--- src/rtl/cmd_seq_pkg.sv ---
// Shared encodings for the command sequencer: FSM states, trap causes and size decode.
package cmd_seq_pkg;

    typedef enum logic [2:0] {
        S_IDLE   = 3'd0,
        S_FETCH  = 3'd1,
        S_DECODE = 3'd2,
        S_EXEC   = 3'd3,
        S_WAIT   = 3'd4,
        S_RETIRE = 3'd5,
        S_TRAP   = 3'd6
    } seq_state_t;

    typedef enum logic [1:0] {
        TRAP_NONE    = 2'b00,
        TRAP_ILLEGAL = 2'b01,
        TRAP_TIMEOUT = 2'b10
    } trap_cause_t;

    localparam logic [1:0] SIZE_ILLEGAL = 2'd0;

    // Byte length of a command of the given word count.
    function automatic logic [31:0] size_bytes(input logic [1:0] size, input int unsigned word_bytes);
        return 32'(size) * 32'(word_bytes);
    endfunction

endpackage

--- src/rtl/seq_watchdog.sv ---
// 8-bit executor watchdog: cleared at command start, counts while enabled.
module seq_watchdog #(
    parameter int unsigned LIMIT = 255
) (
    input  logic clk,
    input  logic rst,
    input  logic clear,
    input  logic enable,
    output logic expired
);

    logic [7:0] count_reg;

    always_ff @(posedge clk) begin
        if (rst || clear) begin
            count_reg <= '0;
        end else if (enable && !expired) begin
            count_reg <= count_reg + 8'd1;
        end
    end

    // Flags the enabled cycle whose increment would reach LIMIT, so the
    // owner can leave on exactly the LIMIT-th idle cycle.
    assign expired = enable && ((9'(count_reg) + 9'd1) >= 9'(LIMIT));

endmodule

--- src/rtl/cmd_sequencer.sv ---
// Program-counter owner that walks each command through fetch, decode, execute and retire.
module cmd_sequencer
    import cmd_seq_pkg::*;
#(
    parameter int unsigned        ADDR_W     = 32,
    parameter logic [ADDR_W-1:0]  RESET_PC   = '0,
    parameter int unsigned        WORD_BYTES = 4,
    parameter int unsigned        TIMEOUT    = 255,
    parameter int unsigned        CNT_W      = 16
) (
    input  logic              clk,
    input  logic              rst,
    input  logic              run,
    input  logic              step,
    output logic              fetch_req,
    output logic [ADDR_W-1:0] fetch_addr,
    input  logic              fetch_ack,
    input  logic [1:0]        cmd_size,
    output logic              exe_start,
    input  logic              exe_done,
    input  logic              exe_jmp,
    input  logic [ADDR_W-1:0] exe_jmp_offset,
    output logic [ADDR_W-1:0] pc,
    output logic [2:0]        state,
    output logic              halted,
    output logic [1:0]        trap_cause,
    output logic [CNT_W-1:0]  retired_cnt
);

    seq_state_t        state_reg, state_next;
    trap_cause_t       trap_cause_reg;
    logic [ADDR_W-1:0] pc_reg;
    logic [ADDR_W-1:0] offset_reg;
    logic [1:0]        size_reg;
    logic              jmp_reg;
    logic              step_latch_reg;
    logic              fetch_req_reg;
    logic              exe_start_reg;
    logic              halted_reg;
    logic [CNT_W-1:0]  retired_cnt_reg;

    logic wd_clear, wd_enable, wd_expired;

    assign wd_clear  = (state_reg == S_EXEC);
    assign wd_enable = (state_reg == S_WAIT) && !exe_done;

    seq_watchdog #(
        .LIMIT (TIMEOUT)
    ) u_watchdog (
        .clk     (clk),
        .rst     (rst),
        .clear   (wd_clear),
        .enable  (wd_enable),
        .expired (wd_expired)
    );

    always_comb begin
        state_next = state_reg;
        case (state_reg)
            S_IDLE:   if (run || step) state_next = S_FETCH;
            S_FETCH:  if (fetch_ack) state_next = S_DECODE;
            S_DECODE: state_next = (cmd_size == SIZE_ILLEGAL) ? S_TRAP : S_EXEC;
            S_EXEC:   state_next = S_WAIT;
            S_WAIT: begin
                if (exe_done)        state_next = S_RETIRE;
                else if (wd_expired) state_next = S_TRAP;
            end
            S_RETIRE: state_next = (run && !step_latch_reg) ? S_FETCH : S_IDLE;
            S_TRAP:   state_next = S_TRAP;
            default:  state_next = S_IDLE;
        endcase
    end

    always_ff @(posedge clk) begin
        if (rst) begin
            state_reg       <= S_IDLE;
            trap_cause_reg  <= TRAP_NONE;
            pc_reg          <= RESET_PC;
            offset_reg      <= '0;
            size_reg        <= '0;
            jmp_reg         <= 1'b0;
            step_latch_reg  <= 1'b0;
            fetch_req_reg   <= 1'b0;
            exe_start_reg   <= 1'b0;
            halted_reg      <= 1'b1;
            retired_cnt_reg <= '0;
        end else begin
            state_reg     <= state_next;
            // Strobes follow the state being entered so they line up with it.
            fetch_req_reg <= (state_next == S_FETCH);
            exe_start_reg <= (state_next == S_EXEC);
            halted_reg    <= (state_next == S_IDLE) || (state_next == S_TRAP);

            case (state_reg)
                S_IDLE: step_latch_reg <= step && !run;
                S_DECODE: begin
                    size_reg <= cmd_size;
                    if (cmd_size == SIZE_ILLEGAL) trap_cause_reg <= TRAP_ILLEGAL;
                end
                S_WAIT: begin
                    if (exe_done) begin
                        jmp_reg    <= exe_jmp;
                        offset_reg <= exe_jmp_offset;
                    end else if (wd_expired) begin
                        trap_cause_reg <= TRAP_TIMEOUT;
                    end
                end
                S_RETIRE: begin
                    pc_reg <= jmp_reg ? (pc_reg + offset_reg)
                                      : (pc_reg + ADDR_W'(size_bytes(size_reg, WORD_BYTES)));
                    retired_cnt_reg <= retired_cnt_reg + CNT_W'(1);
                    step_latch_reg  <= 1'b0;
                end
                default: ;
            endcase
        end
    end

    assign fetch_req   = fetch_req_reg;
    assign fetch_addr  = pc_reg;
    assign exe_start   = exe_start_reg;
    assign pc          = pc_reg;
    assign state       = state_reg;
    assign halted      = halted_reg;
    assign trap_cause  = trap_cause_reg;
    assign retired_cnt = retired_cnt_reg;

endmodule

--- config.mk ---
export PLATFORM = sky130hd
export DESIGN_NAME = cmd_sequencer
export DESIGN_NICKNAME = d
export VERILOG_FILES = /design/src/rtl/cmd_seq_pkg.sv /design/src/rtl/seq_watchdog.sv /design/src/rtl/cmd_sequencer.sv
export SDC_FILE = /design/constraint.sdc
export NUM_CORES = 1
export LEC_CHECK = 0
export BUFFER_PORTS_ARGS = -buffer_cell sky130_fd_sc_hd__buf_2
export CAP_MARGIN = 30
export CORE_ASPECT_RATIO = 0.5
export CORE_MARGIN = 2
export CORE_UTILIZATION = 30
export DETAILED_ROUTE_END_ITERATION = 6
export GPL_ROUTABILITY_DRIVEN = 1
export PLACE_DENSITY = 0.47
export REMOVE_ABC_BUFFERS = 1
export SYNTH_ARGS = -nofsm -noshare
export SYNTH_HDL_FRONTEND = slang
export SYNTH_SLANG_ARGS = --single-unit
--- constraint.sdc ---
create_clock -name clk -period 2.6 [get_ports clk]
set_clock_uncertainty 0.2 [all_clocks]
set_input_delay 0.26 -clock clk [delete_from_list [all_inputs] [get_ports clk]]
set_output_delay 0.26 -clock clk [all_outputs]
set_load 0.01 [all_outputs]
-- Yosys cells after proc, flatten, opt, wreduce, memory -nomap -nowiden
Cells that the tools add are included.
- bits of input ports: 41
- logic and storage cells: 62
- bits in registers: 100
- eq/ne operators: 12
- reductions and logical operators: 19
- mux-type cells: 13
- order comparisons: 1
- add/sub/neg operators: 5
- operators by type and width (cell ; number):
    $add 32x32->32 ; 1
    $add 32x4->32 ; 1
    $mux 32 ; 1
    $pmux 3 s7 ; 1
    $add 16x1->16 const B ; 1
    $mux 3 ; 5
    $eq 3x3->1 const B ; 4
    $add 8x1->9 const B ; 1
    $eq 3x2->1 const B ; 3
    $ge 9x8->1 const B ; 1
    $add 8x1->8 const B ; 1
    $eq 3x1->1 const B ; 2
    $logic_not 3->1 ; 2
    $mux 2 ; 3
    $logic_and 1x1->1 ; 5
    $logic_not 1->1 ; 4
    $ne 2x2->1 const B ; 2
    $pmux 2 s2 ; 1
    $reduce_and 4->1 ; 1
    $reduce_bool 2->1 ; 2
    $logic_or 1x1->1 ; 3
    $logic_not 2->1 ; 1
    $ne 2x1->1 const B ; 1
    $pmux 1 s2 ; 1
    other kinds (2) ; 2

-- Depth between registers and ports, before layout
- depth in word-level cells: 8
- mapped depth: 11
- mapped depth without buffers: 11

-- Hierarchy
Synthesis repeated with hierarchy kept, for this count alone.
- cells, all modules: 871
- area, all modules: 6713.9 µm²
- by module, submodules not included (module ; cells an instance ; area an instance (µm²) ; sequential area each (µm²) ; instances):
    cmd_sequencer ; 805 ; 6147.1 ; 1841.8 ; 1
    seq_watchdog ; 66 ; 566.8 ; 160.2 ; 1

-- Least setup slack after synthesis
No wires, ideal clock.
- kind: reg-to-reg
- from: reg pc_reg[0], in the netlist fetch_addr[0]
- to: reg pc_reg[30], in the netlist fetch_addr[30]
- clock period less this slack: 2875 ps
- cell stages (with the launch flop): 12
- arrival time: 2544 ps
- slack: -275 ps
- data required time: 2270 ps
- library setup time: 130 ps
- buffers on the path: 0
- path through: dfxtp_1 ha_1 fa_1 a21o_1 a211o_1 a21oi_2 o311ai_2 a211oi_2 o21ai_1 a211oi_1 xor2_1 o22ai_1
- longest elaborated chain between the ends: 2
- elaborated cells between the ends (all ways): 3
- those cells by class: add/sub: 2; mux: 1
- RTL lines (what ; line ; source):
    from (decl) ; cmd_sequencer.sv:32 ; logic [ADDR_W-1:0] pc_reg;
    from (signal assigned) ; cmd_sequencer.sv:109 ; pc_reg <= jmp_reg ? (pc_reg + offset_reg)
    $add 32x4->32 or $add 32x32->32 (tied branches) ; cmd_sequencer.sv:110, cmd_sequencer.sv:109 ;
    $mux 32 * ; cmd_sequencer.sv:109 ;
Every way passes the cells marked *; elsewhere a longest branch is shown, timed or not.
A chain may end at the register's enable or synchronous reset.

-- Worst setup path in the final report
Ends and elaborated chain as after synthesis.

==> qor.json <==
{
  "grt_antenna_before_repair": 0,
  "hp-class": "in -> reg",
  "diodes": 0,
  "setup_slack_ns": -0.1902,
  "setup.worst_path.end": "fetch_addr[30]$_SDFFE_PP0N_",
  "track_usage_pct": 19.15,
  "crit-reg2reg-capture": "fetch_addr[30]$_SDFFE_PP0N_",
  "tightest_slew_ns": 0.7937,
  "drc": 0,
  "avgViaCountPerCell": 4.910,
  "design.core.area_um2": 21630,
  "gr-total-overflow": 0,
  "r2r-start": "fetch_addr[0]$_SDFFE_PP0P_",
  "tritoncts": "done",
  "clk_root_buffer_cell": "sky130_fd_sc_hd__clkbuf_16",
  "critical_path_cell_by_cell": "ha_4 -> fa_2 -> a21o_1 -> a211o_1 -> a21oi_4 -> o311ai_4 -> a211oi_2 -> o21ai_2 -> a211oi_2 -> xor2_1 -> o22ai_1",
  "netlist.area_leader.share_pct": 30.31,
  "largest_incremental_delay_on_the_critical_path_ns": 0.34,
  "critPathKind": "reg -> reg",
  "timing.hold.worst.start": "step",
  "antenna_violating_nets_post_route": 0,
  "port-buffer-count": 128,
  "netlist-cell-type-count": 71,
  "p_total_mw": 3.977,
  "vdd.ir_drop.worst_mv": 0.2480,
  "synth_top_cell_by_area": "sky130_fd_sc_hd__dfxtp_1",
  "tritoncts.num_buffers": 9,
  "crit_arrival_ns": 2.84,
  "ys_dominant_reg_cell": "sky130_fd_sc_hd__dfxtp_1",
  "register_area_share_after_synthesis_pct": 30.31,
  "synth-edff-count": 0,
  "worst_r2r_path_depth": 11,
  "endpoint_kind": "register",
  "layout_worst_path_cycle_share_pct": 107.3,
  "firstDrtPassIters": 5,
  "synth_async_sr_flop_share_pct": 0,
  "maxCapViolCount": 0,
  "cts.reportedPaths.clkPinSlew_ns": 0.08,
  "slew_headroom_pct": 47.09,
  "total_leakage_power_nw": 4.147,
  "utilization_pct": 43.26,
  "via_count": 6953,
  "totalWireLength_um": 21720,
  "chipWidth_um": 213.8,
  "timing_hold_violations_final": 0,
  "yosys-top-cells-area": "sky130_fd_sc_hd__dfxtp_1 (30%), sky130_fd_sc_hd__a21oi_1 (7.2%), sky130_fd_sc_hd__nand2_1 (7.2%), sky130_fd_sc_hd__ha_1 (6.8%), sky130_fd_sc_hd__nor2_1 (5.5%)",
  "post-dp-hpwl_um": 16150,
  "pin_count_of_the_biggest_net_entering_global_routing": 40,
  "place_congestion": 0.8745,
  "netlist_instances": 872,
  "placement.setup.worst_slack_ns": -0.3935,
  "areaGrowthSynthToFinish_pct": 41.72,
  "failed_checks": "setup timing",
  "row_count": 38,
  "setup_viol_count_final": 11,
  "htreeDepth": 3,
  "timing.critical_path.from_type": "register",
  "status": "complete, but fails checks",
  "critical_path_required_ns": 2.65,
  "drt_iter0_drc": 363,
  "cts.sinks": 100,
  "yosysMostFrequentCell": "sky130_fd_sc_hd__nand2_1",
  "critical_path.max_fanout": 2,
  "drv_slew": 0,
  "synth_commonest_cells": "sky130_fd_sc_hd__nand2_1 (126), sky130_fd_sc_hd__dfxtp_1 (100), sky130_fd_sc_hd__nor2_1 (97), sky130_fd_sc_hd__a21oi_1 (95), sky130_fd_sc_hd__clkbuf_1 (45)",
  "post_synth_instance_area_um2": 6604,
  "first_pass_grt_wire_length_um": 34400,
  "power.density_cell_area_nw_per_um2": 424.9,
  "period_needed_ns": 2.790,
  "syn_area_per_cell_um2": 7.573,
  "worst_path_most_repeated_cell": "sky130_fd_sc_hd__a211oi_2",
  "die_height_um": 108.9,
  "io-pin-count": 129,
  "nNetsFinal": 1190,
  "yosysWarnings": 0,
  "cts_max_path_buffers": 2,
  "rsz0062_at_grt": "true",
  "number_of_synthesized_register_bits": 100,
  "worstSkewPairLatency_ns": 0.38,
  "fillers": 2225,
  "cp-startpoint": "fetch_addr[0]$_SDFFE_PP0P_",
  "grt_pass1_vias": 6548,
  "dieArea_um2": 23290,
  "drive_gt1_share_pct": 33.69,
  "clock.fmax_ghz": 0.3584,
  "regToRegSetupSlack_ns": -0.19,
  "initial_cell_density_of_the_core_pct": 30.53,
  "route.detailed.wl_per_inst_um": 15.34,
  "worst_path_cell_with_the_longest_stage_delay": "sky130_fd_sc_hd__dfxtp_2"
}
==> critical path, delay by kind of cell (launching register included) <==
family / cells / cell delay, ns
AOI/OAI and AO/OA: 8 / 1.43
xor gates and xnor gates: 1 / 0.18
adders and majority gates: 2 / 0.50
DFF: 1 / 0.34
==> placed cells by master, fill, tap and decap left out, drive strengths merged, types with 4 or more instances in the layout <==
master and count:
a211oi 12, a21o 19, a21oi 97, a221oi 15
a31oi 8, and2 6, and3 16, and4 4
buf 275, clkbuf 10, dfxtp 100, dlygate4sd3 35
ha 36, inv 20, mux2 4, mux2i 6
nand2 128, nand2b 4, nand3 26, nand4 15
nor2 98, nor2b 8, nor3 21, o211ai 5
o21ai 38, o221ai 4, o22ai 8, or4 7
xnor2 20, xor2 26
==> what timing repair did <==
action                     in CTS  in global routing
setup endpoints to repair      22                 22
setup buffers                  11                  3
hold endpoints to repair       35                  0
hold buffers                   35                  0
gates resized for setup        37                 48
pin swaps                      28                 25
==> area by class of cell <==
| class | instances | area [um2] | share of cell area (%) |
|---|---|---|---|
| Sequential cell | 100 | 2022 | 21.60 |
| Multi-Input combinational cell | 671 | 4422 | 47.25 |
| Inverter | 19 | 71.32 | 0.7620 |
| Timing Repair Buffer | 310 | 2143 | 22.90 |
| Clock buffer | 10 | 229.0 | 2.447 |
| Tap cell | 300 | 375.4 | 4.011 |
| Clock inverter | 6 | 96.34 | 1.029 |
==> layer usage <==
layer	up-vias	wire length [um]	track usage [%]
met1	3284	11120	26.69
li1	3545	-	-
met4	0	244	5.456
met5	-	0	0
met3	18	716	4.320
met2	106	9636	29.59
==> worst min-delay path by stage <==
| stage | endpoint | cells past startpoint |
|---|---|---|
| 6_report | step_latch_reg$_SDFFE_PP0P_ | 5 |
| 5_1_grt | step_latch_reg$_SDFFE_PP0P_ | 5 |
| 4_1_cts | step_latch_reg$_SDFFE_PP0P_ | 5 |
| 3_5_place_dp | offset_reg[30]$_SDFFE_PP0P_ | 2 |
| 3_3_place_gp | offset_reg[7]$_SDFFE_PP0P_ | 2 |
| 2_1_floorplan | fetch_addr[0]$_SDFFE_PP0P_ | 1 |
==> report_power, final <==
group | switching [mW] | leakage (nW) | internal, mW
Combinational | 0.430 | 3.18 | 0.371
Sequential | 0.0406 | 0.816 | 1.59
Clock | 0.691 | 0.155 | 0.857
Total | 1.16 | 4.15 | 2.82
==> metrics by stage <==
step / std cells / hold WS, ns / cell area [um2] / TNS (ns)
2_1_floorplan: 790 / 0.1291 / 6171 / -9.287
3_3_place_gp: 1354 / 0.2510 / 8248 / -2.961
3_5_place_dp: 1354 / 0.2545 / 8248 / -3.535
4_1_cts: 1414 / 0.03554 / 9146 / -1.405
5_1_grt: 1416 / 0.06690 / 9359 / -2.975
6_report: 1416 / 0.05431 / 9359 / -0.8865
==> cells by family (layout without fill, tap and decap cells) <==
logic type	after synthesis	in the layout	share of synthesized area [%]
flip-flops	100	100	30.31
XOR/XNOR	46	46	6.101
multiplexers	10	10	1.648
buffers and inverters	101	345	7.635
adder cells (fa/ha/maj)	38	38	7.427
AND/OR/NAND/NOR	343	343	24.23
AO/OA/AOI/OAI	234	234	22.64
Power figures use the tool's default switching activity.
